**src/rtl/demux_pkg.sv**
```systemverilog
// Shared constants and helpers for the demux_stream stream demultiplexer.
// Optional feature macro: DEMUX_AUTO_SEQ_EN (round-robin targeting, see demux_stream).
package demux_pkg;

  // Supported channel-count range
  localparam int unsigned NCH_MIN = 2;
  localparam int unsigned NCH_MAX = 16;

  // Widest payload the zero constant covers; narrower slots take a width-cast slice
  localparam int unsigned DW_MAX = 64;
  localparam logic [DW_MAX-1:0] ZERO_DATA = '0;

  // Select width for n channels; never below one bit
  function automatic int unsigned sel_width(input int unsigned n);
    return (n <= 2) ? 1 : $clog2(n);
  endfunction

endpackage : demux_pkg

```
**src/rtl/demux_slot.sv**
```systemverilog
// One-entry output slot of demux_stream: holds a beat until its consumer takes it.
// An empty slot presents zero data.
module demux_slot
  import demux_pkg::*;
#(
  parameter int unsigned DW = 8
) (
  input  logic          clk,
  input  logic          rst_n,
  input  logic          load,
  input  logic [DW-1:0] load_data,
  output logic          out_valid,
  input  logic          out_ready,
  output logic [DW-1:0] out_data
);

  // Load has priority over drain so a same-cycle drain+load keeps the slot full
  always_ff @(posedge clk or negedge rst_n) begin
    if (!rst_n) begin
      out_valid <= 1'b0;
      out_data  <= DW'(ZERO_DATA);
    end else if (load) begin
      out_valid <= 1'b1;
      out_data  <= load_data;
    end else if (out_valid && out_ready) begin
      out_valid <= 1'b0;
      out_data  <= DW'(ZERO_DATA);
    end
  end

endmodule : demux_slot

```
**src/rtl/demux_stream.sv**
```systemverilog
// 1:NCH valid/ready stream demultiplexer with a registered one-entry slot per channel.
// Optional feature macro: DEMUX_AUTO_SEQ_EN adds the auto_seq port and a round-robin
// target pointer; without it targeting is by in_sel only.
module demux_stream
  import demux_pkg::*;
#(
  parameter  int unsigned DW  = 8,
  parameter  int unsigned NCH = 4,
  localparam int unsigned SW  = sel_width(NCH)
) (
  input  logic              clk,
  input  logic              rst_n,
  input  logic              en,
  input  logic              in_valid,
  output logic              in_ready,
  input  logic [DW-1:0]     in_data,
  input  logic [SW-1:0]     in_sel,
  output logic [NCH-1:0]    out_valid,
  input  logic [NCH-1:0]    out_ready,
  output logic [NCH*DW-1:0] out_data,
`ifdef DEMUX_AUTO_SEQ_EN
  input  logic              auto_seq,
`endif
  output logic              sel_err
);

  // Select space padded to a power of two so any select value indexes safely
  localparam int unsigned NPAD  = 1 << SW;
  localparam logic [SW:0] NCH_W = (SW+1)'(NCH);

  logic [SW-1:0]   tgt;
  logic            sel_ok;
  logic            accept;
  logic [NPAD-1:0] vld_pad;
  logic [NPAD-1:0] rdy_pad;

`ifdef DEMUX_AUTO_SEQ_EN
  logic [SW-1:0] rr_ptr;

  // Target decode: round-robin pointer in auto mode, otherwise the explicit select
  assign tgt = auto_seq ? rr_ptr : in_sel;

  // Round-robin pointer advances per auto-mode accept and wraps at NCH-1
  always_ff @(posedge clk or negedge rst_n) begin
    if (!rst_n) begin
      rr_ptr <= '0;
    end else if (accept && auto_seq) begin
      rr_ptr <= (rr_ptr == SW'(NCH - 1)) ? '0 : rr_ptr + SW'(1);
    end
  end
`else
  // Target decode: explicit select only
  assign tgt = in_sel;
`endif

  assign sel_ok  = {1'b0, tgt} < NCH_W;
  assign vld_pad = NPAD'(out_valid);
  assign rdy_pad = NPAD'(out_ready);

  // Ready when the target slot is empty or draining this cycle; bad selects always accept
  assign in_ready = rst_n && en && (!sel_ok || !vld_pad[tgt] || rdy_pad[tgt]);
  assign accept   = in_valid && in_ready;

  // One-cycle error pulse for an accepted beat with an out-of-range select
  always_ff @(posedge clk or negedge rst_n) begin
    if (!rst_n) begin
      sel_err <= 1'b0;
    end else begin
      sel_err <= accept && !sel_ok;
    end
  end

  // Per-channel slots; only the decoded target loads
  for (genvar k = 0; k < NCH; k++) begin : g_slot
    demux_slot #(
      .DW(DW)
    ) u_slot (
      .clk       (clk),
      .rst_n     (rst_n),
      .load      (accept && sel_ok && (tgt == SW'(k))),
      .load_data (in_data),
      .out_valid (out_valid[k]),
      .out_ready (out_ready[k]),
      .out_data  (out_data[k*DW +: DW])
    );
  end

endmodule : demux_stream

```
**config.mk**
```make
export PLATFORM = sky130hd
export DESIGN_NAME = demux_stream
export DESIGN_NICKNAME = d
export VERILOG_FILES = /design/src/rtl/demux_pkg.sv /design/src/rtl/demux_slot.sv /design/src/rtl/demux_stream.sv
export SDC_FILE = /design/constraint.sdc
export NUM_CORES = 1
export LEC_CHECK = 0
export ABC_AREA = 1
export BUFFER_PORTS_ARGS = -buffer_cell sky130_fd_sc_hd__buf_2
export CAP_MARGIN = 20
export CORE_MARGIN = 2
export CORE_UTILIZATION = 44
export CTS_CLUSTER_DIAMETER = 200
export DETAILED_ROUTE_END_ITERATION = 8
export MAX_ROUTING_LAYER = met4
export PLACE_DENSITY = 0.74
export SETUP_SLACK_MARGIN = 0.02
export SYNTH_ARGS = -nofsm -noshare
export SYNTH_HDL_FRONTEND = slang
export SYNTH_SLANG_ARGS = --single-unit
```
**constraint.sdc**
```tcl
create_clock -name clk -period 1.1 [get_ports clk]
set_input_delay 0.11 -clock clk [delete_from_list [all_inputs] [get_ports clk]]
set_output_delay 0.11 -clock clk [all_outputs]
set_load 0.02 [all_outputs]
```
Yosys cells after proc, flatten, opt, wreduce, memory -nomap -nowiden --
Cells that the tools add are included.
Operators by class: reductions and logical operators 18, divide/modulo/power cells 0, muxes and demuxes 20, multipliers 0, bitwise gates (word level) 0, $add $sub $neg 0, magnitude comparators 1, equal/unequal tests 3, shift operators 0
Operator list (number):
- $mux W8 | 8
- $logic_and A1 B1 Y1 | 11
- $mux W1 | 10
- $reduce_bool A2 Y1 | 4
- $bmux W1 S2 | 2
- $eq A2 B2 Y1 const B | 2
- $lt A2 B3 Y1 const B | 1
- $eq A2 B1 Y1 const B | 1
- $logic_not A2 Y1 | 1
- $logic_not A1 Y1 | 1
- $logic_or A1 B1 Y1 | 1
Storage, ports and cells: bits in read-only memories 0, memories 0, RAM bits 0, output and inout port bits 38, word-level logic and storage cells 50, bits in registers 36, bits in latches 0, bits of input ports 18

Logic depth before layout (Yosys ltp) --
Gate-level depths: netlist of run 1.
word-level depth 8, depth in mapped cells 11, depth with buffers taken out 10

Hierarchy --
From an unflattened synthesis of run 1, not the netlist that was laid out.
Unflattened totals: cells, all modules 187, area, all modules 1575.3 um^2
Modules (own cells, without submodules):
- demux_slot | area each 355.3 um^2, times used 4, cells an instance 38, sequential area each 225.2 um^2
- demux_stream | area each 153.9 um^2, times used 1, cells an instance 35, sequential area each 0.0 um^2

Worst setup path before layout of run 1 --
OpenSTA, ideal clock, no wires.
kind reg-to-reg, start register g_slot[3].u_slot.out_valid, end register g_slot[0].u_slot.out_data[0], stages on the path, launching flop included 10, clock period less this slack 1233 ps, library setup time 65 ps, arrival time 1168 ps, path slack -133 ps, buffers on the path 0, required time 1035 ps, cell sequence dfrtp_1 nand2_1 nand2_1 nand2_1 nand2_1 nand2_2 nand3_4 nor2_4 nand2_1 nand2_1
On the way: longest elaborated chain between the ends 8, elaborated cells on any way between the ends 9, those cells by class mux: 3; reduce/logical: 6
Ends and longest elaborated chain:
- from (decl) | line demux_slot.sv:12 | output logic out_valid,
- from (signal assigned) | line demux_slot.sv:20 | out_valid <= 1'b0;
- from (signal assigned) | line demux_slot.sv:23 | out_valid <= 1'b1;
- from (signal assigned) | line demux_slot.sv:26 | out_valid <= 1'b0;
- $bmux W1 S2 * | line demux_stream.sv:61 | assign in_ready = rst_n && en && (!sel_ok || !vld_pad[tgt] || rdy_pad[tgt]);
- $mux W1 (implied by the code) * | line demux_stream.sv:61
- $logic_not A1 Y1 * | line demux_stream.sv:61
- $logic_or A1 B1 Y1 * | line demux_stream.sv:61
- $logic_and A1 B1 Y1 * | line demux_stream.sv:61
- $logic_and A1 B1 Y1 * | line demux_stream.sv:62 | assign accept = in_valid && in_ready;
- $logic_and A1 B1 Y1 * | line demux_stream.sv:80 | .load (accept && sel_ok && (tgt == SW'(k))),
- $mux W8 / $reduce_bool A2 Y1 (equally long branches)
- to (signal assigned) | line demux_slot.sv:21 | out_data <= DW'(ZERO_DATA);
- to (signal assigned) | line demux_slot.sv:24 | out_data <= load_data;
- to (signal assigned) | line demux_slot.sv:27 | out_data <= DW'(ZERO_DATA);
- to (decl) | line demux_slot.sv:14 | output logic [DW-1:0] out_data
Every way passes the cells marked *; elsewhere a longest branch is shown, timed or not. The select of a mux whose other input is x is not followed. A chain may end at the register's enable or synchronous reset.

Final worst setup path of run 1 --
start register g_slot[3].u_slot.out_valid, end output port in_ready
On the way: longest elaborated chain between the ends 5
Ends and longest elaborated chain:
- $bmux W1 S2 | line demux_stream.sv:61
- $mux W1 (implied by the code) | line demux_stream.sv:61
- $logic_not A1 Y1 | line demux_stream.sv:61
- $logic_or A1 B1 Y1 | line demux_stream.sv:61
- $logic_and A1 B1 Y1 | line demux_stream.sv:61
- to (decl) | line demux_stream.sv:15 | output logic in_ready,
No other way between the ends. The select of a mux whose other input is x is not followed.

==> metrics.cfg, run 1 <==
[status]
status = finished, violations left
violations = negative setup slack

[cts]
numCtsBuffers = 5
cts_tree = built
numClockSinks = 36
clockBufferDepth = 2
cts.htree.levels = 2
clk_latency_ns = 0.29
clkTransAtPathRegs_ns = 0.08
clock-root-buffer = clkbuf_8

[sta]
rsz0062_at_grt = true
setup_slack_ns = -0.332
timing.hold.ws_ns = 0.0647
fmax_ghz = 0.698
final_max_slew_viol_count = 0
fin_skew_ns = 0.00781
setup_violations = 37
period_share_pct = 130
period_minus_slack_ns = 1.43
hold_viol = 0

[setup_path]
cp_max_fo = 2
path_cells = nand2_1, nand2_1, nand2_1, nand2_2, buf_4, a21oi_2, buf_4
max_stage_delay_ns = 0.39
cp-end-kind = output port
slowest_stage = dfrtp_1
cp.required_ns = 0.99
cp_data_arrival_time_ns = 1.32
path_class = flip-flop to output port
start_kind = flip-flop
regToRegSetupSlack_ns = -0.28
cpMostUsedCell = nand2_1

[route]
postRouteAntennaNets = 0
drtPass1Iterations = 4
vias = 1567
drt_iter0_markers = 67
wl_um = 4390
viasPerCell = 4.99
wl_per_cell_um = 14.0
remaining_drc_errors = 0

[final_layout]
final_layout_size_suffix_gt1_share_pct = 37.2
area_growth_pct = 38.0
final_nets = 283
antenna_cells = 0

[floorplanning]
ios = 56
die_x_um = 65.1
start_util_pct = 45.2
rows = 22
die-area_um2 = 4240
core-area_um2 = 3630
die_y_um = 65.1

[hold_path]
min_path_type = primary input to flip-flop

[power_and_ir_drop]
power.total_w = 0.00435
leakage_nw = 1.33
peakVddDrop_mv = 0.950
p_int_w = 0.00274
power.switching_w = 0.00161
swShare_pct = 37.0
p_seq_share_pct = 40.7
power_frac_clock_pct = 22.2
powerDensity_nw_per_um2 = 1920
combPwrFrac_pct = 37.1

[logic_synthesis]
synth-seq-cells = 36
netlist_area_um2 = 1640
syn_avg_cell_area_um2 = 8.61
synth_top_area_share_pct = 54.8
yosys-top-cells-area = dfrtp_1, nand2_1, nand3_1
ys_seq_area_share_pct = 54.8
syn_inst = 191
synth_fp_nets = 209
ys_warn_count = 0
ys_types = 16
yosysTopAreaCell = dfrtp_1

[placement]
gp_congestion = 0.788
dpl.hpwl_um = 3080
portBuffers = 54

[grt]
grtUsageTotal_pct = 21.2
gr-total-overflow = 0
grt_pass1_vias = 1390
antenna_found_initial = 0
grt_max_degree = 37
grt_pass1_wl_um = 6610

[job]
maxCapViolCount = 0

per-layer routing:
layer / part of all wire [%] / vias up / GRT usage [%]
met1: 45 / 744 / 29.3
met4: 1.2 / 0 / 4.69
li1: - / 763 / -
met3: 5.5 / 7 / 4.79
met2: 48 / 53 / 32.7
met5: 0 / - / -
power groups by stage:
stage                     clock network, W  registers (W)  logic (W)
final                             0.000964        0.00177    0.00161
after floorplan                          0        0.00207   0.000584
after CTS                         0.000970        0.00176    0.00144
after global routing               0.00105        0.00180    0.00175
after global placement                   0        0.00178    0.00138
after detailed placement                 0        0.00179    0.00141
synth_stat cells (all sizes together):
library cell  number
a21oi              1
buf                6
clkbuf             1
clkinv             1
conb               1
dfrtp             36
inv                6
nand2             91
nand3             36
nand4              4
nor2               8
critical path, delay by kind of cell, from the launching register on:
kind,cells,cell delay (ns)
flops,1,0.39
buf+inv,2,0.28
simple gates,4,0.26
compound gates,1,0.11
layout make-up:
type                    count  area [um2]
well taps                  48        60.1
repair buffers             72         447
flip-flops and latches     36         901
inverters                   7        26.3
multi-input cells         143         742
fillers                   351        1370
clock buffers               6        82.6
clock inverters             2        10.0
cells in the final DEF, fill, tap and decap left out:
master	count
buf_2	49
clkbuf_8	6
inv_1	4
nand4_4	4
buf_4	15
inv_2	2
clkinv_2	2
nor2_1	3
a21oi_2	1
nand3_4	1
dlygate4sd3_1	1
buf_6	7
nand2_2	4
clkinv_1	1
nand2_1	86
dfrtp_1	36
nor2_4	5
nand3_1	35
conb_1	1
nand2_4	1
nand4_2	2
cell families after synthesis:
kind of cell	after synthesis	share of synthesized area (%)
AO/OA/AOI/OAI	1	0.304
buffers and inverters	14	4.87
AND/OR/NAND/NOR	139	39.8
other	1	0.228
flip-flops	36	54.8
metrics by stage:
stage	instances	worst slack, ns	setup TNS (ns)	cell area (um2)	util (%)
floorplan	191	-0.133	-4.25	1640	-
global placement	301	-0.240	-7.50	2030	56.0
detailed placement	301	-0.292	-9.27	2030	56.0
CTS	310	-0.319	-9.65	2150	59.1
global route	314	-0.415	-12.58	2270	62.4
finish	314	-0.332	-8.56	2270	62.4
sequential cells by signal (all words and copies together), names as in the netlist:
| name | count |
|---|---|
| g_slot.u_slot.out_valid | 4 |
| g_slot.u_slot.out_data | 32 |
path summary, 6_finish.rpt:
check                                                         start                                       end  cells past startpoint
max in group asynchronous                                     rst_n  g_slot[2].u_slot.out_data[4]$_DFFE_PN0P_                      3
setup reg to reg             g_slot[3].u_slot.out_valid$_DFFE_PN0P_  g_slot[2].u_slot.out_data[4]$_DFFE_PN0P_                      9
min in group asynchronous                                     rst_n  g_slot[1].u_slot.out_data[7]$_DFFE_PN0P_                      3
setup / recovery             g_slot[3].u_slot.out_valid$_DFFE_PN0P_                                  in_ready                      7
hold reg to reg            g_slot[2].u_slot.out_data[4]$_DFFE_PN0P_  g_slot[2].u_slot.out_data[4]$_DFFE_PN0P_                      2
hold / removal                                           in_data[2]  g_slot[1].u_slot.out_data[2]$_DFFE_PN0P_                      3
timing repair:
item,4_1_cts,5_1_grt
gates resized for setup,4,18
hold buffers,1,0
gates cloned,0,2
setup endpoints to repair,38,40
pin swaps,6,57
setup buffers,0,3
endpoints found under the hold margin,36,0
Note: power is estimated with default switching activity, not from simulation.
==> run 2: changes to the inputs <==
--- a/config.mk
+++ b/config.mk
@@ -5,7 +5,6 @@
 export SDC_FILE = /design/constraint.sdc
 export NUM_CORES = 1
 export LEC_CHECK = 0
-export ABC_AREA = 1
 export BUFFER_PORTS_ARGS = -buffer_cell sky130_fd_sc_hd__buf_2
 export CAP_MARGIN = 20
 export CORE_MARGIN = 2
@@ -13,7 +12,7 @@
 export CTS_CLUSTER_DIAMETER = 200
 export DETAILED_ROUTE_END_ITERATION = 8
 export MAX_ROUTING_LAYER = met4
-export PLACE_DENSITY = 0.74
+export PLACE_DENSITY = 0.75
 export SETUP_SLACK_MARGIN = 0.02
 export SYNTH_ARGS = -nofsm -noshare
 export SYNTH_HDL_FRONTEND = slang
==> run 2 against run 1 <==
- the flow still finishes with violations (negative setup slack)
- die area down 4.4%
- hold slack worse by 0.030 ns
- synthesized area decreased by 4.7%
- first-iteration DRC count increased by 49%
- global-route usage rose by 2.8 points
- combinational power shrank 32%
- count of clock-buffer cells in the layout down 1
- non-clock buffer count increased by 13
- sequential share of layout area up 1.4 points
- sequential power is 6% lower
- maximum frequency down 16%
- critical path type unchanged
==> metrics.cfg, run 2 <==
[sta]
setup_violations = 39
setup_tns_ns = -15.82
fin_skew_ns = 0.00653
period_minus_slack_ns = 1.71
fmax_ghz = 0.586
setup_slack_ns = -0.605
final_max_slew_viol_count = 0
period_share_pct = 155
rsz0062_at_grt = true
hold_viol = 0

[final_layout]
finalInstanceArea_um2 = 2190
multi_input_area_um2 = 593
final_layout_size_suffix_gt1_share_pct = 49.0
largestRegisters = g_slot.u_slot.out_data: 32 flops, g_slot.u_slot.out_valid: 4 flops
final_common_cell = buf_2
regMostFlops = g_slot.u_slot.out_data
antenna_cells = 0
area_growth_pct = 39.9
regArea_um2 = 901
largest_reg_flops = 32
nFillCells = 254
final_cell_mix = buf_2, dfrtp_1, a32o_1
final_nets = 221

[placement]
gp_congestion = 0.893
portBuffers = 54
dpl.hpwl_um = 3180
placed_cell_area_um2 = 1980

[cts]
clock-root-buffer = clkbuf_4
cts.htree.levels = 2
clockBufferDepth = 2
clkTransAtPathRegs_ns = 0.12
numCtsBuffers = 5
numClockSinks = 36
cts_tree = built
clk_latency_ns = 0.35

[setup_path]
path_class = flip-flop to output port
cp-end-kind = output port
regToRegSetupSlack_ns = -0.24
r2r_start = g_slot[0].u_slot.out_valid$_DFFE_PN0P_
r2r-end = g_slot[0].u_slot.out_data[4]$_DFFE_PN0P_
slowest_stage = mux4_2
cp.required_ns = 0.99
cp.depth = 4
cp_top_family = multiplexers
max_stage_delay_ns = 0.46
cp_data_arrival_time_ns = 1.60
path_cells = nand2b_1, mux4_2, and3_4, buf_6
cp_max_fo = 2
critical_path_buf_inv_count = 1
start_kind = flip-flop
reg2regPathDepth = 3

[floorplanning]
die_y_um = 63.7
ios = 56
die_x_um = 63.7
core-area_um2 = 3390
rows = 21
die-area_um2 = 4050
start_util_pct = 46.2

[grt]
grt_max_degree = 23
gr-total-overflow = 0
grt_pass1_vias = 1444
grtUsageTotal_pct = 24.0
antenna_found_initial = 0
grt_pass1_wl_um = 7040

[logic_synthesis]
ys_seq_area_share_pct = 57.5
synth_top_area_share_pct = 57.5
syn_avg_cell_area_um2 = 12.5
ys_warn_count = 0
yosys-top-cells-area = dfrtp_1, a32o_1, buf_4
synth-edff-count = 0
syn_inst = 125
ys_types = 23
yosysTopAreaCell = dfrtp_1
synthFlopType = dfrtp_1
synth-seq-cells = 36
netlist_area_um2 = 1570
synth_most_common_cell = dfrtp_1
synthArstFlopShare_pct = 100
synth_common_cells = dfrtp_1, a32o_1, clkbuf_1
synth_fp_nets = 143

[route]
wl_um = 4480
wl_per_cell_um = 17.9
postRouteAntennaNets = 0
remaining_drc_errors = 0
drtPass1Iterations = 4
vias = 1485
drt_iter0_markers = 100
viasPerCell = 5.94

[power_and_ir_drop]
power_frac_clock_pct = 20.5
powerDensity_nw_per_um2 = 1600
power.switching_w = 0.00121
combPwrFrac_pct = 31.6
leakage_nw = 1.10
swShare_pct = 34.6
peakVddDrop_mv = 0.728
p_seq_share_pct = 47.9
p_int_w = 0.00229

[hold_path]
worstHoldStart = in_data[0]
hold_path_end = g_slot[0].u_slot.out_data[0]$_DFFE_PN0P_
min_path_type = primary input to flip-flop
hold_depth = 2

[status]
violations = negative setup slack
status = finished, violations left

[job]
maxCapViolCount = 0

==> run 2: power groups by stage <==
stage               logic (W)  registers, W  clock network [W]
floorplan            0.000308       0.00197                  0
global placement     0.000978       0.00168                  0
detailed placement    0.00100       0.00170                  0
CTS                   0.00105       0.00167           0.000705
global route          0.00117       0.00170           0.000788
finish                0.00110       0.00167           0.000717
==> run 2: logic make-up (layout without fill, tap and decap cells) <==
| group | Yosys count | count (layout) | synth area share (%) |
|---|---|---|---|
| and+or+nand+nor | 28 | 28 | 11.5 |
| other | 1 | 1 | 0.239 |
| DFF | 36 | 36 | 57.5 |
| muxes | 1 | 1 | 1.44 |
| buffers and inverters | 19 | 98 | 5.99 |
| AOI/OAI and AO/OA | 40 | 40 | 23.3 |
==> run 2: per-layer routing <==
layer  track usage, %  wire length, um  vias up
met3             6.61              209       13
met4             10.3              118        0
met2             39.7             2300       53
met1             27.4             1860      765
met5                -                0        -
li1                 -                -      654
==> run 2: worst reg2reg max path: stages, from the launching register on <==
cell	delay (ns)
dfrtp_1	0.41
buf_4	0.15
or3_4	0.41
a32o_1	0.27
==> run 2: layout make-up <==
type                            instances  area share [%]
Inverter                                5           0.857
Timing Repair Buffer                   85            25.8
Sequential cell                        36            41.1
Clock inverter                          3           0.857
Tap cell                               46            2.63
Multi-Input combinational cell         70            27.1
Clock buffer                            5            1.71
==> run 2: worst max path at each step <==
stage                                               end                                    from  slack, ns
3_5_place_dp   g_slot[1].u_slot.out_data[2]$_DFFE_PN0P_                               in_sel[1]      -0.26
6_report                                       in_ready  g_slot[2].u_slot.out_valid$_DFFE_PN0P_      -0.61
2_1_floorplan  g_slot[1].u_slot.out_data[0]$_DFFE_PN0P_  g_slot[1].u_slot.out_valid$_DFFE_PN0P_      -0.14
4_1_cts                                        in_ready  g_slot[0].u_slot.out_valid$_DFFE_PN0P_      -0.57
5_1_grt                                        in_ready  g_slot[2].u_slot.out_valid$_DFFE_PN0P_      -0.65
3_3_place_gp   g_slot[3].u_slot.out_data[0]$_DFFE_PN0P_                                   rst_n      -0.24
==> run 2: repair_timing <==
| action | CTS | global route |
|---|---|---|
| pin swaps | 27 | 11 |
| gates cloned | 0 | 0 |
| hold buffers | 1 | 1 |
| endpoints found under the hold margin | 36 | 36 |
| buffers inserted | 6 | 6 |
| resized for setup | 18 | 7 |
| endpoints found under the setup margin | 33 | 47 |
==> run 2: through the flow <==
stage	hold WS [ns]	total power, W	utilization [%]	worst slack [ns]	std cells
6_report	0.0343	0.00350	64.6	-0.605	250
5_1_grt	0.0117	0.00366	64.6	-0.646	250
4_1_cts	0.0340	0.00343	63.6	-0.566	247
3_5_place_dp	0.0871	0.00270	58.5	-0.262	232
3_3_place_gp	0.0812	0.00266	58.5	-0.236	232
2_1_floorplan	-0.186	0.00227	-	-0.141	125
